### src/rtl/tft_cap_pkg.sv
// tft_cap_pkg
//   Shared types and constants for the TFT frame-capture block:
//   capture FSM state type, default frame geometry and checksum width,
//   plus a counter-width helper used by the address generator.
package tft_cap_pkg;

    typedef enum logic [1:0] {
        IDLE,
        WAIT_VS,
        CAPTURE,
        DONE
    } cap_state_t;

    localparam int unsigned H_ACTIVE_DEF = 480;
    localparam int unsigned V_ACTIVE_DEF = 272;
    localparam int unsigned CHKSUM_W     = 16;

    // Bits needed to hold the values 0..n inclusive (counters reach n).
    function automatic int unsigned cnt_width(input int unsigned n);
        return (n < 1) ? 1 : $clog2(n + 1);
    endfunction

endpackage

### src/rtl/tft_frame_capture_if.sv
// tft_frame_capture_if
//   Pixel-stream input and BRAM write port of the frame-capture block.
//   master : video source / frame-buffer side (drives VSYNC_I, RGB_I,
//            RGB_EN_I; observes the BRAM write port)
//   slave  : capture block (samples the pixel stream; drives BRAM_WE_O,
//            BRAM_ADDR_O, BRAM_DATA_O)
interface tft_frame_capture_if #(
    parameter int unsigned ADDR_W = 17
);
    logic              VSYNC_I;
    logic [7:0]        RGB_I;
    logic              RGB_EN_I;
    logic              BRAM_WE_O;
    logic [ADDR_W-1:0] BRAM_ADDR_O;
    logic [7:0]        BRAM_DATA_O;

    modport master (
        output VSYNC_I,
        output RGB_I,
        output RGB_EN_I,
        input  BRAM_WE_O,
        input  BRAM_ADDR_O,
        input  BRAM_DATA_O
    );

    modport slave (
        input  VSYNC_I,
        input  RGB_I,
        input  RGB_EN_I,
        output BRAM_WE_O,
        output BRAM_ADDR_O,
        output BRAM_DATA_O
    );
endinterface

### src/rtl/tft_cap_addr_gen.sv
// tft_cap_addr_gen
//   Pixel/line counters and raster address for the frame-capture block.
//   The address is line_base + x, where line_base advances by H_ACTIVE at
//   each line end (no multiplier).
// Ports:
//   clk, rst   : clock, synchronous active-high reset
//   clr        : restart at x=0, y=0 (frame start)
//   pix        : accepted pixel this cycle (x advances)
//   eol        : RGB_EN falling edge seen this cycle
//   addr       : write address for the current pixel
//   room       : x < H_ACTIVE, pixel may be written
//   line_end   : eol with at least one pixel in the line
//   line_err   : line_end with a line length other than H_ACTIVE
//   frame_end  : line_end of the last active line
module tft_cap_addr_gen
    import tft_cap_pkg::*;
#(
    parameter int unsigned H_ACTIVE = H_ACTIVE_DEF,
    parameter int unsigned V_ACTIVE = V_ACTIVE_DEF,
    parameter int unsigned ADDR_W   = 17
) (
    input  logic              clk,
    input  logic              rst,
    input  logic              clr,
    input  logic              pix,
    input  logic              eol,
    output logic [ADDR_W-1:0] addr,
    output logic              room,
    output logic              line_end,
    output logic              line_err,
    output logic              frame_end
);

    localparam int unsigned XW = cnt_width(H_ACTIVE);
    localparam int unsigned YW = cnt_width(V_ACTIVE);

    logic [XW-1:0]     x_q;
    logic [YW-1:0]     y_q;
    logic [ADDR_W-1:0] line_base_q;

    assign room      = (x_q < XW'(H_ACTIVE));
    assign line_end  = eol && (x_q != '0);
    assign line_err  = line_end && (x_q != XW'(H_ACTIVE));
    assign frame_end = line_end && (y_q == YW'(V_ACTIVE - 1));
    assign addr      = line_base_q + ADDR_W'(x_q);

    always_ff @(posedge clk) begin
        if (rst || clr) begin
            x_q         <= '0;
            y_q         <= '0;
            line_base_q <= '0;
        end else if (line_end) begin
            x_q         <= '0;
            y_q         <= y_q + 1'b1;
            line_base_q <= line_base_q + ADDR_W'(H_ACTIVE);
        end else if (pix && room) begin
            x_q <= x_q + 1'b1;
        end
    end

endmodule

### src/rtl/tft_frame_capture.sv
// tft_frame_capture
//   Captures one active frame of 8-bit pixels from a TFT pixel stream into
//   a BRAM frame buffer in raster order, after being armed.
// Ports:
//   clk, rst  : clock, synchronous active-high reset
//   ARM_I     : arm request (honoured in IDLE only; clears ERR_O/checksum)
//   vid       : pixel stream in (VSYNC_I, RGB_I, RGB_EN_I) and BRAM write
//               port out (BRAM_WE_O, BRAM_ADDR_O, BRAM_DATA_O)
//   BUSY_O    : high while waiting for VSYNC or capturing
//   DONE_O    : one-cycle pulse at frame completion
//   ERR_O     : sticky line-length / premature-VSYNC error
//   CHKSUM_O  : 16-bit wrap-around sum of written pixels; present only when
//               TFT_CAP_CHECKSUM_EN is defined
// Pixel path: a pixel sampled at edge N is held in a pending stage and
// reaches the BRAM port registers at edge N+1.
module tft_frame_capture
    import tft_cap_pkg::*;
#(
    parameter int unsigned H_ACTIVE = H_ACTIVE_DEF,
    parameter int unsigned V_ACTIVE = V_ACTIVE_DEF,
    parameter int unsigned ADDR_W   = 17
) (
    input  logic               clk,
    input  logic               rst,
    input  logic               ARM_I,
    tft_frame_capture_if.slave vid,
    output logic               BUSY_O,
    output logic               DONE_O,
    output logic               ERR_O
`ifdef TFT_CAP_CHECKSUM_EN
    ,
    output logic [CHKSUM_W-1:0] CHKSUM_O
`endif
);

    cap_state_t        state_q;
    cap_state_t        next_state;
    logic              vsync_q;
    logic              en_q;
    logic              vs_rise;
    logic              en_fall;
    logic              in_capture;
    logic              restart;
    logic              pix;
    logic              eol;
    logic              arm_clr;
    logic              err_set;
    logic [ADDR_W-1:0] addr;
    logic              room;
    logic              line_end;
    logic              line_err;
    logic              frame_end;
    logic              p_we_q;
    logic [ADDR_W-1:0] p_addr_q;
    logic [7:0]        p_data_q;

    assign vs_rise    = vid.VSYNC_I && !vsync_q;
    assign en_fall    = en_q && !vid.RGB_EN_I;
    assign in_capture = (state_q == CAPTURE);
    // A VSYNC rise wins over anything else in that cycle: the pixel or line
    // end sampled alongside it is discarded and counting restarts.
    assign restart    = vs_rise && ((state_q == WAIT_VS) || in_capture);
    assign pix        = in_capture && !vs_rise && vid.RGB_EN_I && room;
    assign eol        = in_capture && !vs_rise && en_fall;

    tft_cap_addr_gen #(
        .H_ACTIVE (H_ACTIVE),
        .V_ACTIVE (V_ACTIVE),
        .ADDR_W   (ADDR_W)
    ) u_addr_gen (
        .clk       (clk),
        .rst       (rst),
        .clr       (restart),
        .pix       (pix),
        .eol       (eol),
        .addr      (addr),
        .room      (room),
        .line_end  (line_end),
        .line_err  (line_err),
        .frame_end (frame_end)
    );

    always_comb begin
        next_state = state_q;
        arm_clr    = 1'b0;
        err_set    = 1'b0;
        unique case (state_q)
            IDLE: begin
                if (ARM_I) begin
                    next_state = WAIT_VS;
                    arm_clr    = 1'b1;
                end
            end
            WAIT_VS: begin
                if (vs_rise) begin
                    next_state = CAPTURE;
                end
            end
            CAPTURE: begin
                if (vs_rise) begin
                    err_set = 1'b1;
                end else begin
                    if (vid.RGB_EN_I && !room) begin
                        err_set = 1'b1;
                    end
                    if (line_err) begin
                        err_set = 1'b1;
                    end
                    if (frame_end) begin
                        next_state = DONE;
                    end
                end
            end
            DONE: begin
                next_state = IDLE;
            end
            default: begin
                next_state = IDLE;
            end
        endcase
    end

    always_ff @(posedge clk) begin
        if (rst) begin
            state_q         <= IDLE;
            vsync_q         <= 1'b0;
            en_q            <= 1'b0;
            BUSY_O          <= 1'b0;
            DONE_O          <= 1'b0;
            ERR_O           <= 1'b0;
            p_we_q          <= 1'b0;
            p_addr_q        <= '0;
            p_data_q        <= '0;
            vid.BRAM_WE_O   <= 1'b0;
            vid.BRAM_ADDR_O <= '0;
            vid.BRAM_DATA_O <= '0;
        end else begin
            state_q <= next_state;
            vsync_q <= vid.VSYNC_I;
            en_q    <= vid.RGB_EN_I;
            BUSY_O  <= (next_state == WAIT_VS) || (next_state == CAPTURE);
            DONE_O  <= (next_state == DONE);
            if (arm_clr) begin
                ERR_O <= 1'b0;
            end else if (err_set) begin
                ERR_O <= 1'b1;
            end
            p_we_q <= pix;
            if (pix) begin
                p_addr_q <= addr;
                p_data_q <= vid.RGB_I;
            end
            vid.BRAM_WE_O   <= p_we_q;
            vid.BRAM_ADDR_O <= p_addr_q;
            vid.BRAM_DATA_O <= p_data_q;
        end
    end

`ifdef TFT_CAP_CHECKSUM_EN
    always_ff @(posedge clk) begin
        if (rst || arm_clr || restart) begin
            CHKSUM_O <= '0;
        end else if (pix) begin
            CHKSUM_O <= CHKSUM_O + CHKSUM_W'(vid.RGB_I);
        end
    end
`endif

endmodule

### src/flat_wrapper.sv
// flat-port wrapper written by rule: the top's interface ports become plain ports
module tft_frame_capture_flat import tft_cap_pkg::*;
#(
    parameter int unsigned H_ACTIVE = H_ACTIVE_DEF,
    parameter int unsigned V_ACTIVE = V_ACTIVE_DEF,
    parameter int unsigned ADDR_W   = 17
)
  (clk, rst, ARM_I, BUSY_O, DONE_O, ERR_O, vid_VSYNC_I, vid_RGB_I, vid_RGB_EN_I, vid_BRAM_WE_O, vid_BRAM_ADDR_O, vid_BRAM_DATA_O);
  tft_frame_capture_if #(.ADDR_W(ADDR_W)) vid_i ();
  input  logic clk;
  input  logic rst;
  input  logic ARM_I;
  output logic BUSY_O;
  output logic DONE_O;
  output logic ERR_O;
  input wire logic [$bits(vid_i.VSYNC_I)-1:0] vid_VSYNC_I;
  input wire logic [$bits(vid_i.RGB_I)-1:0] vid_RGB_I;
  input wire logic [$bits(vid_i.RGB_EN_I)-1:0] vid_RGB_EN_I;
  output wire logic [$bits(vid_i.BRAM_WE_O)-1:0] vid_BRAM_WE_O;
  output wire logic [$bits(vid_i.BRAM_ADDR_O)-1:0] vid_BRAM_ADDR_O;
  output wire logic [$bits(vid_i.BRAM_DATA_O)-1:0] vid_BRAM_DATA_O;
  assign vid_i.VSYNC_I = vid_VSYNC_I;
  assign vid_i.RGB_I = vid_RGB_I;
  assign vid_i.RGB_EN_I = vid_RGB_EN_I;
  assign vid_BRAM_WE_O = vid_i.BRAM_WE_O;
  assign vid_BRAM_ADDR_O = vid_i.BRAM_ADDR_O;
  assign vid_BRAM_DATA_O = vid_i.BRAM_DATA_O;
  tft_frame_capture #(.H_ACTIVE(H_ACTIVE), .V_ACTIVE(V_ACTIVE), .ADDR_W(ADDR_W)) u_core (.clk(clk), .rst(rst), .ARM_I(ARM_I), .vid(vid_i), .BUSY_O(BUSY_O), .DONE_O(DONE_O), .ERR_O(ERR_O));
endmodule
### config.mk
export PLATFORM = sky130hd
export DESIGN_NAME = tft_frame_capture_flat
export DESIGN_NICKNAME = d
export VERILOG_FILES = /design/src/rtl/tft_cap_pkg.sv /design/src/rtl/tft_frame_capture_if.sv /design/src/rtl/tft_cap_addr_gen.sv /design/src/rtl/tft_frame_capture.sv /design/src/flat_wrapper.sv
export SDC_FILE = /design/constraint.sdc
export NUM_CORES = 1
export LEC_CHECK = 0
export BUFFER_PORTS_ARGS = -buffer_cell sky130_fd_sc_hd__buf_2
export CAP_MARGIN = 30
export CORE_MARGIN = 2
export CORE_UTILIZATION = 50
export CTS_CLUSTER_DIAMETER = 150
export DETAILED_ROUTE_END_ITERATION = 8
export PLACE_DENSITY = 0.74
export SYNTH_ARGS = -nofsm -noshare
export SYNTH_HDL_FRONTEND = slang
export SYNTH_SLANG_ARGS = --single-unit
### constraint.sdc
create_clock -name clk -period 2.12 [get_ports clk]
set_input_delay 0.424 -clock clk [delete_from_list [all_inputs] [get_ports clk]]
set_output_delay 0.424 -clock clk [all_outputs]
set_load 0.01 [all_outputs]
Word level (Yosys, flattened, before mapping)
Index checks and enable logic that the tools add are counted.
{"block": "word_totals", "in_bits": 13, "output_inout_bits": 29, "word_cells": 62, "ff_bits": 94}
{"block": "op_classes", "eq_ne": 8, "add_sub_neg": 4, "order_cmp": 1, "mux": 11, "reduce_logical": 23}
{"op": "$add 9x1->9 const B", "n": 2}
{"op": "$add 17x9->17", "n": 1}
{"op": "$add 17x9->17 const B", "n": 1}
{"op": "$logic_and 1x1->1", "n": 12}
{"op": "$eq 9x9->1 const B", "n": 1}
{"op": "$lt 9x9->1 const B", "n": 1}
{"op": "$ne 9x9->1 const B", "n": 1}
{"op": "$reduce_bool 9->1", "n": 1}
{"op": "$eq 2x2->1 const B", "n": 4}
{"op": "$mux 2", "n": 4}
{"op": "$pmux 2 s4", "n": 1}
{"op": "$mux 1", "n": 6}
{"op": "$eq 2x1->1 const B", "n": 2}
{"op": "$logic_not 1->1", "n": 4}
{"op": "$reduce_or 2->1", "n": 2}
{"op": "$logic_or 1x1->1", "n": 3}
{"op": "$logic_not 2->1", "n": 1}

Longest topological paths before layout
{"block": "logic_depth", "ltp_word": 12, "mapped_depth": 8, "ltp_nobuf": 8}

Modules after synthesis
Synthesis repeated with hierarchy kept, for this count alone.
{"block": "hier_totals", "cells_unflattened": 388, "hier_area_um2": 3967.6}
{"mod": "tft_frame_capture", "area_each_um2": 2170.8, "seq_area_each_um2": 1181.1, "n_inst": 1, "cells_each": 178}
{"mod": "tft_cap_addr_gen", "area_each_um2": 1796.7, "seq_area_each_um2": 600.6, "n_inst": 1, "cells_each": 210}

Worst setup path before layout
OpenSTA, ideal clock, no wires.
{"block": "synth_timing", "path_kind": "register to register", "from": "reg u_core.u_addr_gen.x_q[0]", "to": "reg u_core.BUSY_O", "n_path_buf": 0, "required_time_ns": 1.992, "period_less_slack_ns": 2.077, "setup_ns": 0.128, "t_arrival_ns": 1.949, "slack_ns": 0.043, "stages_incl_launch_ff": 9, "path_cell_list": "dfxtp_1 -> inv_1 -> ha_1 -> or4b_4 -> o2111a_2 -> nand4_1 -> o221ai_2 -> ha_1 -> nor2b_1"}
{"block": "synth_via", "elab_chain_len": 8, "word_cells_on_any_way": 9, "cone_classes": "eq/ne (2); mux (3); reduce/logical (4)"}
{"item": "start, declared", "line": "tft_cap_addr_gen.sv:37", "source": "logic [XW-1:0] x_q;"}
{"item": "start signal, assigned", "line": "tft_cap_addr_gen.sv:57", "source": "x_q <= x_q + 1'b1;"}
{"item": "$reduce_bool 9->1 *", "line": "tft_cap_addr_gen.sv:42", "source": "assign line_end = eol && (x_q != '0);"}
{"item": "$logic_and 1x1->1 *", "line": "tft_cap_addr_gen.sv:42"}
{"item": "$logic_and 1x1->1 *", "line": "tft_cap_addr_gen.sv:44", "source": "assign frame_end = line_end && (y_q == YW'(V_ACTIVE - 1));"}
{"item": "$mux 2 *", "line": "tft_frame_capture.sv:109", "source": "if (frame_end) begin"}
{"item": "$mux 2 *", "line": "tft_frame_capture.sv:100", "source": "if (vs_rise) begin"}
{"item": "$pmux 2 s4 *", "line": "tft_frame_capture.sv:87", "source": "unique case (state_q)"}
{"item": "net u_core.next_state[0]", "line": "tft_frame_capture.sv:37", "source": "cap_state_t next_state;"}
{"item": "$eq 2x1->1 / $eq 2x2->1 (equally long branches)", "line": "tft_frame_capture.sv:141", "source": "BUSY_O <= (next_state == WAIT_VS) || (next_state == CAPTURE);"}
{"item": "$logic_or 1x1->1 *", "line": "tft_frame_capture.sv:141"}
{"item": "end signal, assigned", "line": "tft_frame_capture.sv:141"}
{"item": "end, declared", "line": "tft_frame_capture.sv:27", "source": "output logic BUSY_O,"}
The timed path passes the listed nets; every way through them passes the cells marked *.
A chain may end at the register's enable or synchronous reset.

Worst setup path in the final report
Ends and elaborated chain as after synthesis.

==> reports/qor.yml <==
final_cell_mix: "dfxtp_1, nand2_1, nor2_1, buf_2, nor2b_1"
finalHoldViolations: 0
p_switching_mw: 0.686
die_h_um: 88.3
insertion_delay_ns: 0.36
cts_htree_levels: 3
power_frac_comb: 0.042
maxCapViolCount: 0
antenna_cells: 0
vdd_drop_max_mv: 0.275
syn_nets: 413
critPathArrivalTime_ns: 2.29
stdcell_count: 539
skew_ns: 0.0114
status: "completed"
power.density_nw_per_um2: 688
critical-path-slowest-cell: "or4b_4"
holdPathStages: 2
leakage_nw: 1.62
cts_max_path_buffers: 2
seq_area_frac_synth: 0.501
reg2reg_depth: 8
yosys_warnings: 0
clock_tree.root_cell: "clkbuf_8"
worstMarginPinSlew_ns: 0.516
mostFrequentLayoutCell: "dfxtp_1"
max_freq_mhz: 493
whs_ns: 0.297
syn_avg_cell_area_um2: 9.22
use_met1: 0.211
die_area_um2: 7800
critical_path_buf_inv_count: 1
finalNetCount: 465
grt_max_degree: 54
cp.required_ns: 2.38
hold_class: "in2reg"
final_area_um2: 4140
min_period_ns: 2.03
cts.sinks: 89
cp-end-kind: "register"
die_w_um: 88.3
gr-usage-met2: 0.286
initial_core_util: 0.521
crit_fanout: 3
grt_pass1_vias: 2492
ios: 42
slew_viol_final: 0
globalRouteMet3Util: 0.0457
wire_per_inst_um: 11.6
seq_power_share: 0.592
max_stage_delay_ns: 0.48
grt.total_usage: 0.174
drt_wl_total_um: 6230
post_dp_cell_area_um2: 3940
drive_gt1_frac: 0.199
path_depth: 8
area_growth_pct: 16.5
critical_path_class: "reg2reg"
swShare: 0.241
drt-initial-drc-count: 126
dp.cells: 522
ctsHoldBuffers: 0
setup_viol: 0
numCtsBuffers: 9
ant_nets: 0
yosys-top-cells-area: "dfxtp_1, nor2b_1, xnor2_1"
internal_power_mw: 2.16
io_buffer_count: 41
power.share.clock: 0.366
netlist_instances: 386
synth_top_cell_by_area: "dfxtp_1"
ys_ff_latch: 89
core_um2: 6830
crit_chain: "inv_2 > ha_1 > or4b_4 > o2111a_2 > nand4_1 > o221ai_2 > ha_1 > nor2b_4"
worst_slew_margin_rel: 0.656
remaining_drc_errors: 0
viasPerCell: 4.93
cts_tree: "done"
ys_types: 38
gp_congestion: 0.828
vias: 2656
antenna_found_initial: 0
gr-total-overflow: 0
cpMostUsedCell: "ha_1"
synth_top_area_share: 0.501
dpl.hpwl_um: 4330
syn_area_um2: 3560
grt-busiest-layer: "met2"
fin_crit_sh: 0.956
first_pass_iters: 4
critPathLaunchType: "register"
cp_top_family: "simple AND/OR/NAND/NOR gates"
rows: 30
grt_pass1_wl_um: 10700
cts.clk_slew.worst_paths_ns: 0.09
## cells by family (layout without fill, tap and decap cells)
kind of cell | count (synthesis) | in the layout | synth area share
AOI/OAI and AO/OA | 50 | 50 | 0.0950
xor gates and xnor gates | 32 | 32 | 0.0788
adders and majority gates | 14 | 14 | 0.0514
buffers and inverters | 28 | 85 | 0.0341
DFF | 89 | 89 | 0.501
and+or+nand+nor | 173 | 173 | 0.240
## sequential cells by signal (all words and copies together) (netlist names)
signal                         cells
u_core.u_addr_gen.x_q              9
u_core.p_addr_q                   17
u_core.vid.BRAM_WE_O               1
u_core.vsync_q                     1
u_core.state_q                     2
u_core.u_addr_gen.line_base_q     12
u_core.DONE_O                      1
u_core.en_q                        1
u_core.vid.BRAM_ADDR_O            17
u_core.p_data_q                    8
u_core.vid.BRAM_DATA_O             8
u_core.ERR_O                       1
u_core.u_addr_gen.y_q              9
u_core.p_we_q                      1
u_core.BUSY_O                      1
## stage by stage
stage / TNS (ns) / worst slack (ns) / utilization / power [mW]
finish: 0 / 0.0927 / 0.606 / 2.85
global route: -0.00796 / -0.00765 / 0.606 / 2.96
CTS: 0 / 0.00851 / 0.602 / 2.88
detailed placement: 0 / 0.0362 / 0.576 / 1.84
global placement: 0 / 0.0858 / 0.576 / 1.84
floorplan: 0 / 0.0432 / - / 1.81
## worst paths after layout
path | from | end | slack (ns)
max | u_core.u_addr_gen.x_q[0] | u_core.BUSY_O | 0.09
min | ARM_I | u_core.ERR_O | 0.30
max reg2reg | u_core.u_addr_gen.x_q[0] | u_core.BUSY_O | 0.09
min reg2reg | u_core.p_addr_q[8] | u_core.p_addr_q[8] | 0.45
## worst reg2reg max path: stages, from the launching register on
cell,delay (ns)
dfxtp_2,0.34
inv_2,0.05
ha_1,0.12
or4b_4,0.48
o2111a_2,0.28
nand4_1,0.13
o221ai_2,0.11
ha_1,0.30
nor2b_4,0.12
## Yosys cell counts
library cell and instances:
a2111oi_0 2, a211o_1 2, a211oi_1 11, a21boi_0 1
a21o_1 2, a21oi_1 25, a31oi_1 1, and3_1 4
and4_1 2, buf_1 2, buf_2 1, buf_6 2
clkbuf_1 12, dfxtp_1 89, fa_1 1, ha_1 13
inv_1 11, nand2_1 46, nand2b_1 3, nand2b_2 1
nand3_1 10, nand3b_1 2, nand4_1 9, nor2_1 43
nor2b_1 35, nor3_1 11, nor4_1 3, o2111a_2 1
o2111ai_2 1, o21a_1 1, o21ai_0 1, o221a_2 1
o221ai_2 1, or2_2 1, or4_1 2, or4b_4 1
xnor2_1 20, xor2_1 12
## power groups by stage
stage          sequential, mW  combinational (mW)  clock (mW)
4_1_cts                  1.69               0.115        1.08
2_1_floorplan            1.73              0.0777           0
5_1_grt                  1.69               0.134        1.14
3_3_place_gp             1.73               0.112           0
6_report                 1.69               0.119        1.04
3_5_place_dp             1.73               0.114           0
## final cells by class
cell class,count,area (um^2)
Clock buffer,9,124
Inverter,11,41.3
Fill cell,596,2690
Multi-Input combinational cell,269,1670
Tap cell,96,120
Sequential cell,89,1780
Clock inverter,7,53.8
Timing Repair Buffer,58,345
## what timing repair did
action / 4_1_cts / 5_1_grt
buffers inserted: 0 / 1
endpoints found under the hold margin: 0 / 0
resized for setup: 0 / 7
endpoints found under the setup margin: 0 / 4
## metal layers
metal  part of all wire  routed length (um)  up-vias
met3              0.041                 254       10
met5                  0                   0        -
met1               0.48                2990     1206
met4              0.016                 100        0
li1                   -                   -     1392
met2               0.46                2880       48
(Power assumes the default switching activity.)
